File: config.mk
export PLATFORM = sky130hd
export DESIGN_NAME = csr_trap_ctrl
export DESIGN_NICKNAME = d
export VERILOG_FILES = /design/src/rtl/csr_trap_ctrl_pkg.sv /design/src/rtl/csr_trap_ctrl_counter.sv /design/src/rtl/csr_trap_ctrl.sv
export SDC_FILE = /design/constraint.sdc
export NUM_CORES = 1
export LEC_CHECK = 0
export CAP_MARGIN = 5
export CORE_AREA = 2 2 295 297
export CTS_CLUSTER_DIAMETER = 120
export CTS_CLUSTER_SIZE = 16
export DETAILED_ROUTE_END_ITERATION = 10
export DIE_AREA = 0 0 297 299
export PLACE_DENSITY_LB_ADDON = 0.1
export SLEW_MARGIN = 15
export SYNTH_ARGS = -nofsm -noshare
export SYNTH_HDL_FRONTEND = slang
export SYNTH_SLANG_ARGS = --single-unit
File: constraint.sdc
create_clock -name clk -period 2.22 [get_ports clk]
set_input_delay 0.333 -clock clk [delete_from_list [all_inputs] [get_ports clk]]
set_output_delay 0.333 -clock clk [all_outputs]
set_load 0.01 [all_outputs]
File: src/rtl/csr_trap_ctrl_pkg.sv
// Shared types for the machine-mode CSR file and its trap sequencer:
// the mcause encodings, the trap FSM states, the packed register
// snapshot exchanged with the CSR decoder, and small helper functions.
package csr_trap_ctrl_pkg;

  // Architectural mcause values; bit 31 flags an interrupt
  typedef enum logic [31:0] {
    MCAUSE_INSTR_MISALIGNED = 32'h0000_0000,
    MCAUSE_INSTR_ACCESS     = 32'h0000_0001,
    MCAUSE_ILLEGAL_INSTR    = 32'h0000_0002,
    MCAUSE_BREAKPOINT       = 32'h0000_0003,
    MCAUSE_LOAD_MISALIGNED  = 32'h0000_0004,
    MCAUSE_LOAD_ACCESS      = 32'h0000_0005,
    MCAUSE_STORE_MISALIGNED = 32'h0000_0006,
    MCAUSE_STORE_ACCESS     = 32'h0000_0007,
    MCAUSE_ECALL_M          = 32'h0000_000B,
    MCAUSE_MSI              = 32'h8000_0003,
    MCAUSE_MTI              = 32'h8000_0007,
    MCAUSE_MEI              = 32'h8000_000B
  } mcause_t;

  // RUN commits normally; the WAIT states hold a redirect until fetch takes it
  typedef enum logic [1:0] {
    RUN       = 2'd0,
    TRAP_WAIT = 2'd1,
    RET_WAIT  = 2'd2
  } trap_fsm_t;

  // Every M-mode register owned by the trap controller
  typedef struct packed {
    logic        mie;
    logic        mpie;
    logic        mtie;
    logic        msie;
    logic        meie;
    logic [63:0] mcycle;
    logic [63:0] minstret;
    logic        mcycle_inhibit;
    logic        minstret_inhibit;
    logic [31:0] mscratch;
    logic [31:0] mepc;
    mcause_t     mcause;
    logic [31:0] mtval;
    logic [29:0] mtvec_base;
  } csr_state_t;

  localparam int unsigned CounterWidth = 64;

  // Clear the two low bits so mepc always holds a word-aligned address
  function automatic logic [31:0] alignPc(input logic [31:0] pc);
    return {pc[31:2], 2'b00};
  endfunction

  // Fixed interrupt priority: external, then software, then timer
  function automatic mcause_t irqCause(input logic [2:0] pending);
    if (pending[2]) begin
      return MCAUSE_MEI;
    end else if (pending[1]) begin
      return MCAUSE_MSI;
    end
    return MCAUSE_MTI;
  endfunction

  // Register contents right after reset; only mtvec has a non-zero value
  function automatic csr_state_t csrResetValue(input logic [31:0] mtvecReset);
    csr_state_t s;
    s            = '0;
    s.mtvec_base = mtvecReset[31:2];
    return s;
  endfunction

endpackage

File: src/rtl/csr_trap_ctrl_counter.sv
// csr_counter: a 64-bit free-running event counter with an inhibit bit,
// an increment enable and independent writes of the low and high halves.
// A write to either half replaces the increment for that cycle, so the
// written value is exactly what software reads back afterwards.
module csr_counter
  import csr_trap_ctrl_pkg::*;
(
  input  logic                    clk,
  input  logic                    reset,
  input  logic                    inhibit_i,
  input  logic                    inc_i,
  input  logic                    we_lo_i,
  input  logic                    we_hi_i,
  input  logic [CounterWidth-1:0] wdata_i,
  output logic [CounterWidth-1:0] count_o
);

  logic [CounterWidth-1:0] count_q;
  logic [CounterWidth-1:0] count_d;

  // A half-write wins over counting; otherwise count when enabled and not inhibited
  always_comb begin
    count_d = count_q;
    if (we_lo_i || we_hi_i) begin
      if (we_lo_i) begin
        count_d[31:0] = wdata_i[31:0];
      end
      if (we_hi_i) begin
        count_d[63:32] = wdata_i[63:32];
      end
    end else if (inc_i && !inhibit_i) begin
      count_d = count_q + 64'd1;
    end
  end

  // Counter register, cleared by the synchronous reset
  always_ff @(posedge clk) begin
    if (reset) begin
      count_q <= '0;
    end else begin
      count_q <= count_d;
    end
  end

  assign count_o = count_q;

endmodule

File: src/rtl/csr_trap_ctrl.sv
// csr_trap_ctrl: owner of the machine-mode CSR registers. Commits decoder
// writes, sequences trap entry (exceptions and interrupts) and MRET, and
// holds the fetch redirect until it is accepted.
// Optional feature macro: CSR_COUNTERS_EN enables mcycle/minstret; without
// it the counters and their inhibit bits read as zero and ignore writes.
module csr_trap_ctrl
  import csr_trap_ctrl_pkg::*;
#(
  parameter logic [31:0] MTVEC_RESET = 32'h0000_0000
) (
  input  logic        clk,
  input  logic        reset,
  output csr_state_t  state_q,
  input  csr_state_t  state_d,
  input  logic        csr_we,
  input  logic        instr_retire,
  input  logic        exc_valid,
  input  mcause_t     exc_cause,
  input  logic [31:0] exc_pc,
  input  logic [31:0] exc_tval,
  input  logic        mret,
  input  logic        irq_boundary,
  input  logic [31:0] next_pc,
  input  logic        mtip,
  input  logic        msip,
  input  logic        meip,
  output logic        redirect_valid,
  output logic [31:0] redirect_pc,
  input  logic        redirect_ready,
  output logic        stall
);

  trap_fsm_t  fsm_q;
  trap_fsm_t  fsm_d;
  csr_state_t csrRegs_q;
  csr_state_t csrRegs_d;
  logic       csrAccept;
  logic       retireEn;
  logic [2:0] irqPending;

  // Resolve the single winning event in RUN and wait for the redirect handshake otherwise
  always_comb begin
    fsm_d      = fsm_q;
    csrRegs_d  = csrRegs_q;
    csrAccept  = 1'b0;
    retireEn   = 1'b0;
    irqPending = {meip & csrRegs_q.meie, msip & csrRegs_q.msie, mtip & csrRegs_q.mtie};
    case (fsm_q)
      RUN: begin
        retireEn = instr_retire;
        if (exc_valid) begin
          csrRegs_d.mepc   = alignPc(exc_pc);
          csrRegs_d.mcause = exc_cause;
          csrRegs_d.mtval  = exc_tval;
          csrRegs_d.mpie   = csrRegs_q.mie;
          csrRegs_d.mie    = 1'b0;
          fsm_d            = TRAP_WAIT;
        end else if (mret) begin
          csrRegs_d.mie  = csrRegs_q.mpie;
          csrRegs_d.mpie = 1'b1;
          fsm_d          = RET_WAIT;
        end else if (csrRegs_q.mie && irq_boundary && (irqPending != 3'b000)) begin
          csrRegs_d.mepc   = alignPc(next_pc);
          csrRegs_d.mcause = irqCause(irqPending);
          csrRegs_d.mtval  = 32'h0;
          csrRegs_d.mpie   = csrRegs_q.mie;
          csrRegs_d.mie    = 1'b0;
          fsm_d            = TRAP_WAIT;
        end else if (csr_we) begin
          csrRegs_d = state_d;
          csrAccept = 1'b1;
        end
      end
      TRAP_WAIT, RET_WAIT: begin
        if (redirect_ready) begin
          fsm_d = RUN;
        end
      end
      default: begin
        fsm_d = RUN;
      end
    endcase
    csrRegs_d.mcycle   = '0;
    csrRegs_d.minstret = '0;
`ifndef CSR_COUNTERS_EN
    csrRegs_d.mcycle_inhibit   = 1'b0;
    csrRegs_d.minstret_inhibit = 1'b0;
`endif
  end

  // FSM and CSR registers; reset drops any in-flight trap or return
  always_ff @(posedge clk) begin
    if (reset) begin
      fsm_q     <= RUN;
      csrRegs_q <= csrResetValue(MTVEC_RESET);
    end else begin
      fsm_q     <= fsm_d;
      csrRegs_q <= csrRegs_d;
    end
  end

  // Redirect target and stall follow the WAIT state directly
  always_comb begin
    redirect_valid = 1'b0;
    stall          = 1'b0;
    redirect_pc    = 32'h0;
    case (fsm_q)
      TRAP_WAIT: begin
        redirect_valid = 1'b1;
        stall          = 1'b1;
        redirect_pc    = {csrRegs_q.mtvec_base, 2'b00};
      end
      RET_WAIT: begin
        redirect_valid = 1'b1;
        stall          = 1'b1;
        redirect_pc    = csrRegs_q.mepc;
      end
      default: begin
        redirect_valid = 1'b0;
      end
    endcase
  end

`ifdef CSR_COUNTERS_EN
  logic [63:0] mcycleCount;
  logic [63:0] minstretCount;
  logic        mcycleWeLo;
  logic        mcycleWeHi;
  logic        minstretWeLo;
  logic        minstretWeHi;

  assign mcycleWeLo   = csrAccept && (state_d.mcycle[31:0]    != mcycleCount[31:0]);
  assign mcycleWeHi   = csrAccept && (state_d.mcycle[63:32]   != mcycleCount[63:32]);
  assign minstretWeLo = csrAccept && (state_d.minstret[31:0]  != minstretCount[31:0]);
  assign minstretWeHi = csrAccept && (state_d.minstret[63:32] != minstretCount[63:32]);

  csr_counter u_mcycle (
    .clk       (clk),
    .reset     (reset),
    .inhibit_i (csrRegs_q.mcycle_inhibit),
    .inc_i     (1'b1),
    .we_lo_i   (mcycleWeLo),
    .we_hi_i   (mcycleWeHi),
    .wdata_i   (state_d.mcycle),
    .count_o   (mcycleCount)
  );

  csr_counter u_minstret (
    .clk       (clk),
    .reset     (reset),
    .inhibit_i (csrRegs_q.minstret_inhibit),
    .inc_i     (retireEn),
    .we_lo_i   (minstretWeLo),
    .we_hi_i   (minstretWeHi),
    .wdata_i   (state_d.minstret),
    .count_o   (minstretCount)
  );

  // Present the register snapshot with live counter values spliced in
  always_comb begin
    state_q          = csrRegs_q;
    state_q.mcycle   = mcycleCount;
    state_q.minstret = minstretCount;
  end
`else
  logic unusedCounterCtrl;

  assign unusedCounterCtrl = ^{csrAccept, retireEn};

  // Present the register snapshot with the counter fields hard-wired to zero
  always_comb begin
    state_q                  = csrRegs_q;
    state_q.mcycle           = '0;
    state_q.minstret         = '0;
    state_q.mcycle_inhibit   = 1'b0;
    state_q.minstret_inhibit = 1'b0;
  end
`endif

endmodule

# Word level (Yosys, flattened, before mapping)
# Index checks and enable logic that the tools add are counted.
[word_totals]
register_bits = 295
inputBits = 432
output_inout_bits = 327
wordCells = 62
[op_classes]
n_eq_ne = 5
muxes = 25
bitwise = 6
n_reduce_logical = 11
[ops]
columns = ["op", "count"]
rows = [
  ["293-bit 2-to-1 mux", 1],
  ["291-bit 2-to-1 mux", 1],
  ["96-bit 2-to-1 mux", 2],
  ["165-bit 2-to-1 mux", 1],
  ["32-bit 2-to-1 mux", 3],
  ["32-bit case mux with 2 select lines", 1],
  ["30-bit 2-to-1 mux", 1],
  ["2-bit 2-to-1 mux", 7],
  ["1-bit 2-to-1 mux", 7],
  ["3-bit nonzero test", 2],
  ["5-bit AND reduction", 1],
  ["4-bit inequality test, second input constant", 1],
  ["2-bit case mux with 2 select lines", 1],
  ["2-bit AND reduction", 2],
  ["4-bit nonzero test", 1],
  ["1-bit bitwise AND", 3],
  ["1-bit NOT", 3],
  ["3-bit AND reduction", 1],
  ["2-bit by 1-bit == test with 1-bit output, second input constant", 1],
  ["2-bit == test, second input constant", 1],
  ["1-bit logical AND", 2],
  ["2-bit logical NOT", 1],
  ["2-bit by 1-bit inequality test with 1-bit output, second input constant", 1],
  ["2-bit inequality test, second input constant", 1],
  ["2-bit OR reduction", 1],
]

# Depth between registers and ports, before layout
[logic_depth]
word_depth = 11
ltp_mapped = 8
depth_no_buf = 6

# Worst setup path before layout
# No wires, ideal clock.
[synth_timing]
path_type = "flip-flop to flip-flop"
from = "register fsm_q[0]"
to = "register csrRegs_q, in the netlist state_q[106]"
setup_time_ps = 122
t_arrival_ps = 1665
required_ps = 2098
slack_ps = 433
stages_incl_launch_ff = 9
path_buffers = 2
synth_period_minus_slack_ps = 1787
cell_sequence = "dfxtp_1 -> inv_1 -> ha_1 -> nand2_1 -> nor2_1 -> buf_2 -> clkbuf_1 -> a22o_1 -> a221o_1"
[synth_via]
elab_chain_len = 2
[synth_rtl]
columns = ["item", "line", "source"]
rows = [
  ["start: declaration", "csr_trap_ctrl.sv:33", "trap_fsm_t fsm_q;"],
  ["start signal: assignment", "csr_trap_ctrl.sv:97", "fsm_q <= fsm_d;"],
  ["2-bit logical NOT", "csr_trap_ctrl.sv:48", "case (fsm_q)"],
  ["3-bit AND reduction (no line)", "--", ""],
  ["end signal: assignment", "csr_trap_ctrl.sv:95", "csrRegs_q <= csrResetValue(MTVEC_RESET);"],
  ["end signal: assignment", "csr_trap_ctrl.sv:98", "csrRegs_q <= csrRegs_d;"],
  ["end: declaration", "csr_trap_ctrl.sv:35", "csr_state_t csrRegs_q;"],
]
# No other way between the ends.
# A chain may end at the register's enable or synchronous reset.

# Final worst setup path
[layout_timing]
from = "register fsm_q[0]"
to = "output port redirect_pc[12]"
[layout_via]
elab_chain_len = 2
[layout_rtl]
columns = ["item", "line", "source"]
rows = [
  ["2-bit == test or 2-bit by 1-bit == test with 1-bit output (tied branches)", "csr_trap_ctrl.sv:107", "case (fsm_q)"],
  ["32-bit case mux with 2 select lines (*)", "csr_trap_ctrl.sv:107", ""],
  ["end: declaration", "csr_trap_ctrl.sv:28", "output logic [31:0] redirect_pc,"],
]
# Every way passes the cells marked *; elsewhere a longest branch is shown, timed or not.

==> flow_summary.toml <==
[sta]
fin_crit_sh = 0.983
hold_violations = 0
slew_violations = 0
hold_slack_ns = 0.104
slew-limit-headroom = 0.447
rsz0062_at_grt = "true"
worst_pin_slew_ns = 0.830
period_minus_slack_ns = 2.18
timing.fmax_mhz = 458
setup_viol_count_final = 0
fin_worst_skew_ns = 0.0161

[floorplanning]
core_mm2 = 0.0859
die_area_mm2 = 0.0888
die_x_um = 297
die_height_um = 299
num_rows = 108
io-pin-count = 759
initial_utilization = 0.0973

[critical_path]
path_buf_inv = 4
rr_worst_depth = 7
crit_path_frequent_cell = "buf_4"
crit_path_max_incr_delay_ns = 0.35
cp_max_fo = 3
cp_num_cells = 7
cp.required_ns = 1.89
crit_type = "flip-flop to primary output"
end_kind = "primary output"
path_cells = "buf_4 > ha_4 > buf_6 > a22oi_2 > nor2b_4 > buf_4 > clkdlybuf4s15_2"
crit_family = "buffers and inverters"
arrival_ns = 1.85
startpoint_type = "flip-flop"
slowest_stage = "dfxtp_4"

[clock_network]
cts_root_buf = "clkbuf_16"
cts_tree = "yes"
cts_buffers = 17
cts.path.max_buffers = 2
clk_latency_ns = 0.49
htree_levels = 4
cts_hold_buf = 0
cts.clk_slew.worst_paths_ns = 0.07
clock_sinks = 165

[logic_synthesis]
ys_dominant_reg_cell = "dfxtp_1"
synth_common_cells = "265 x nand2_1, 165 x dfxtp_1, 133 x buf_4, 68 x a21oi_1, 62 x nor3_1"
netlist.top_cell.by_area = "dfxtp_1"
syn_inst = 1025
synth.top_cell.area_share = 0.395
synth_area_leaders = "dfxtp_1 40%, buf_4 12%, nand2_1 12%"
ys_seq_area_frac = 0.395
synth_most_common_cell = "nand2_1"
synth_edf_count = 0
ys_warn_count = 0
synth_seq_cells = 165
synthArstFlopShare = 0
synth_cell_type_count = 43
syn_avg_cell_area_um2 = 8.16
synthesis.area_mm2 = 0.00836

[drt]
drcViolationCount = 0
wl_um = 50600
routed-via-count = 9130
viasPerCell = 3.39
firstDrtPassIters = 6
wl_per_cell_um = 18.8
ant_nets = 0
drt-initial-drc-count = 377

[power_and_ir_drop]
powerDensity_mw_per_mm2 = 631
p_leak_nw = 5.38
irDropWorstVdd_mv = 0.589

[placed_design]
portBuffers = 493
dp_cells = 2651
post_dp_cell_area_mm2 = 0.0147
place_hpwl_um = 39100
gp_congestion = 0.863

[grt]
antenna_found_initial = 8
grt_pass1_vias = 9297
track_usage = 0.112
grt-ovfl-total = 0
grt_pass1_wl_um = 71200
grt_start_max_net_pins = 102

[finish]
syn2layout_area_growth_pct = 82.3
final_cells = 2690
postLayoutCellArea_mm2 = 0.0152
drive_above_1_share = 0.114
nets = 1955
nFillCells = 9747

[worst_hold_path]
holdPathStages = 2
hold_class = "primary input to flip-flop"

[run_status]
status = "finished, final reports clean"

[flow_run]
drv_cap = 0
-- report_power, final --
| group | total (mW) | switching (mW) | internal, mW |
|---|---|---|---|
| Sequential | 3.48 | 0.229 | 3.25 |
| Combinational | 2.99 | 1.40 | 1.59 |
| Clock | 3.15 | 1.63 | 1.51 |
-- repair_timing --
action                                  in CTS  in global routing
resized for setup                          131                 15
gates cloned                                 0                  0
endpoints found under the setup margin      34                 13
pin swaps                                    2                  2
buffers inserted                             5                  0
-- final timing paths --
path	to	startpoint	slack [ns]
setup reg to reg	state_q[106]$_SDFFE_PP0P_	fsm_q[1]$_SDFFE_PP0P_	0.18
setup / recovery	redirect_pc[12]	fsm_q[0]$_SDFFE_PP0P_	0.04
hold / removal	state_q[29]$_SDFFE_PP0P_	reset	0.10
hold reg to reg	state_q[137]$_SDFFE_PP0P_	state_q[137]$_SDFFE_PP0P_	0.46
-- area by class of cell --
type | count | area (µm²) | share of cell area
diodes | 2 | 5.00 | 0.000328
inverters | 8 | 30.0 | 0.00197
multi-input cells | 763 | 4270 | 0.280
well taps | 1155 | 1450 | 0.0948
clock inverters | 14 | 129 | 0.00846
repair buffers | 565 | 5610 | 0.368
flip-flops and latches | 165 | 3310 | 0.217
clock buffers | 18 | 439 | 0.0288
-- sequential cells by signal (all words and copies together), names as in the netlist --
signal,count
state_q,163
fsm_q,2
-- cells by family (layout without fill, tap and decap cells) --
family / count (synthesis) / in the layout / synth area share
AO/OA/AOI/OAI: 254 / 254 / 0.238
other: 1 / 132 / 0.000448
flip-flops: 165 / 165 / 0.395
AND/OR/NAND/NOR: 374 / 374 / 0.191
multiplexers: 2 / 2 / 0.00239
buffers and inverters: 226 / 605 / 0.169
adder cells (fa/ha/maj): 3 / 3 / 0.00449
-- per-stage QoR --
| step | util | worst slack, ns | total power, mW | TNS, ns |
|---|---|---|---|---|
| detailed placement | 0.171 | -0.379 | 6.54 | -40.51 |
| global placement | 0.171 | -0.351 | 6.56 | -38.55 |
| CTS | 0.177 | -0.0378 | 9.94 | -0.0378 |
| global route | 0.177 | -0.0642 | 10.2 | -0.140 |
| floorplan | - | 0.433 | 4.79 | 0 |
| finish | 0.177 | 0.0367 | 9.62 | 0 |
-- placed cells by master, fill, tap and decap left out, types with 3 or more instances in the layout --
cell type,n
clkdlybuf4s50_1,457
nand2_1,265
dfxtp_1,163
conb_1,130
a21oi_1,68
nor3_1,60
a311oi_1,49
buf_4,47
a221o_1,30
a22o_1,29
nor2b_1,27
buf_2,27
a22oi_1,25
buf_12,22
clkbuf_16,17
a311oi_2,10
o21ai_0,9
a22oi_2,7
and2_1,5
inv_1,5
o31ai_1,5
a31oi_1,5
inv_6,5
nor2_1,4
inv_8,4
buf_6,4
dlygate4sd2_1,4
ha_4,3
clkinvlp_4,3
clkbuf_2,3
-- per-layer routing --
| metal | vias to the layer above | share of wire | global-route usage |
|---|---|---|---|
| met3 | 44 | 0.087 | 0.0485 |
| met2 | 439 | 0.48 | 0.188 |
| met4 | 12 | 0.017 | 0.0301 |
| met5 | - | 0.0017 | 0 |
| met1 | 4283 | 0.41 | 0.129 |
| li1 | 4352 | - | - |
Power figures use the tool's default switching activity.
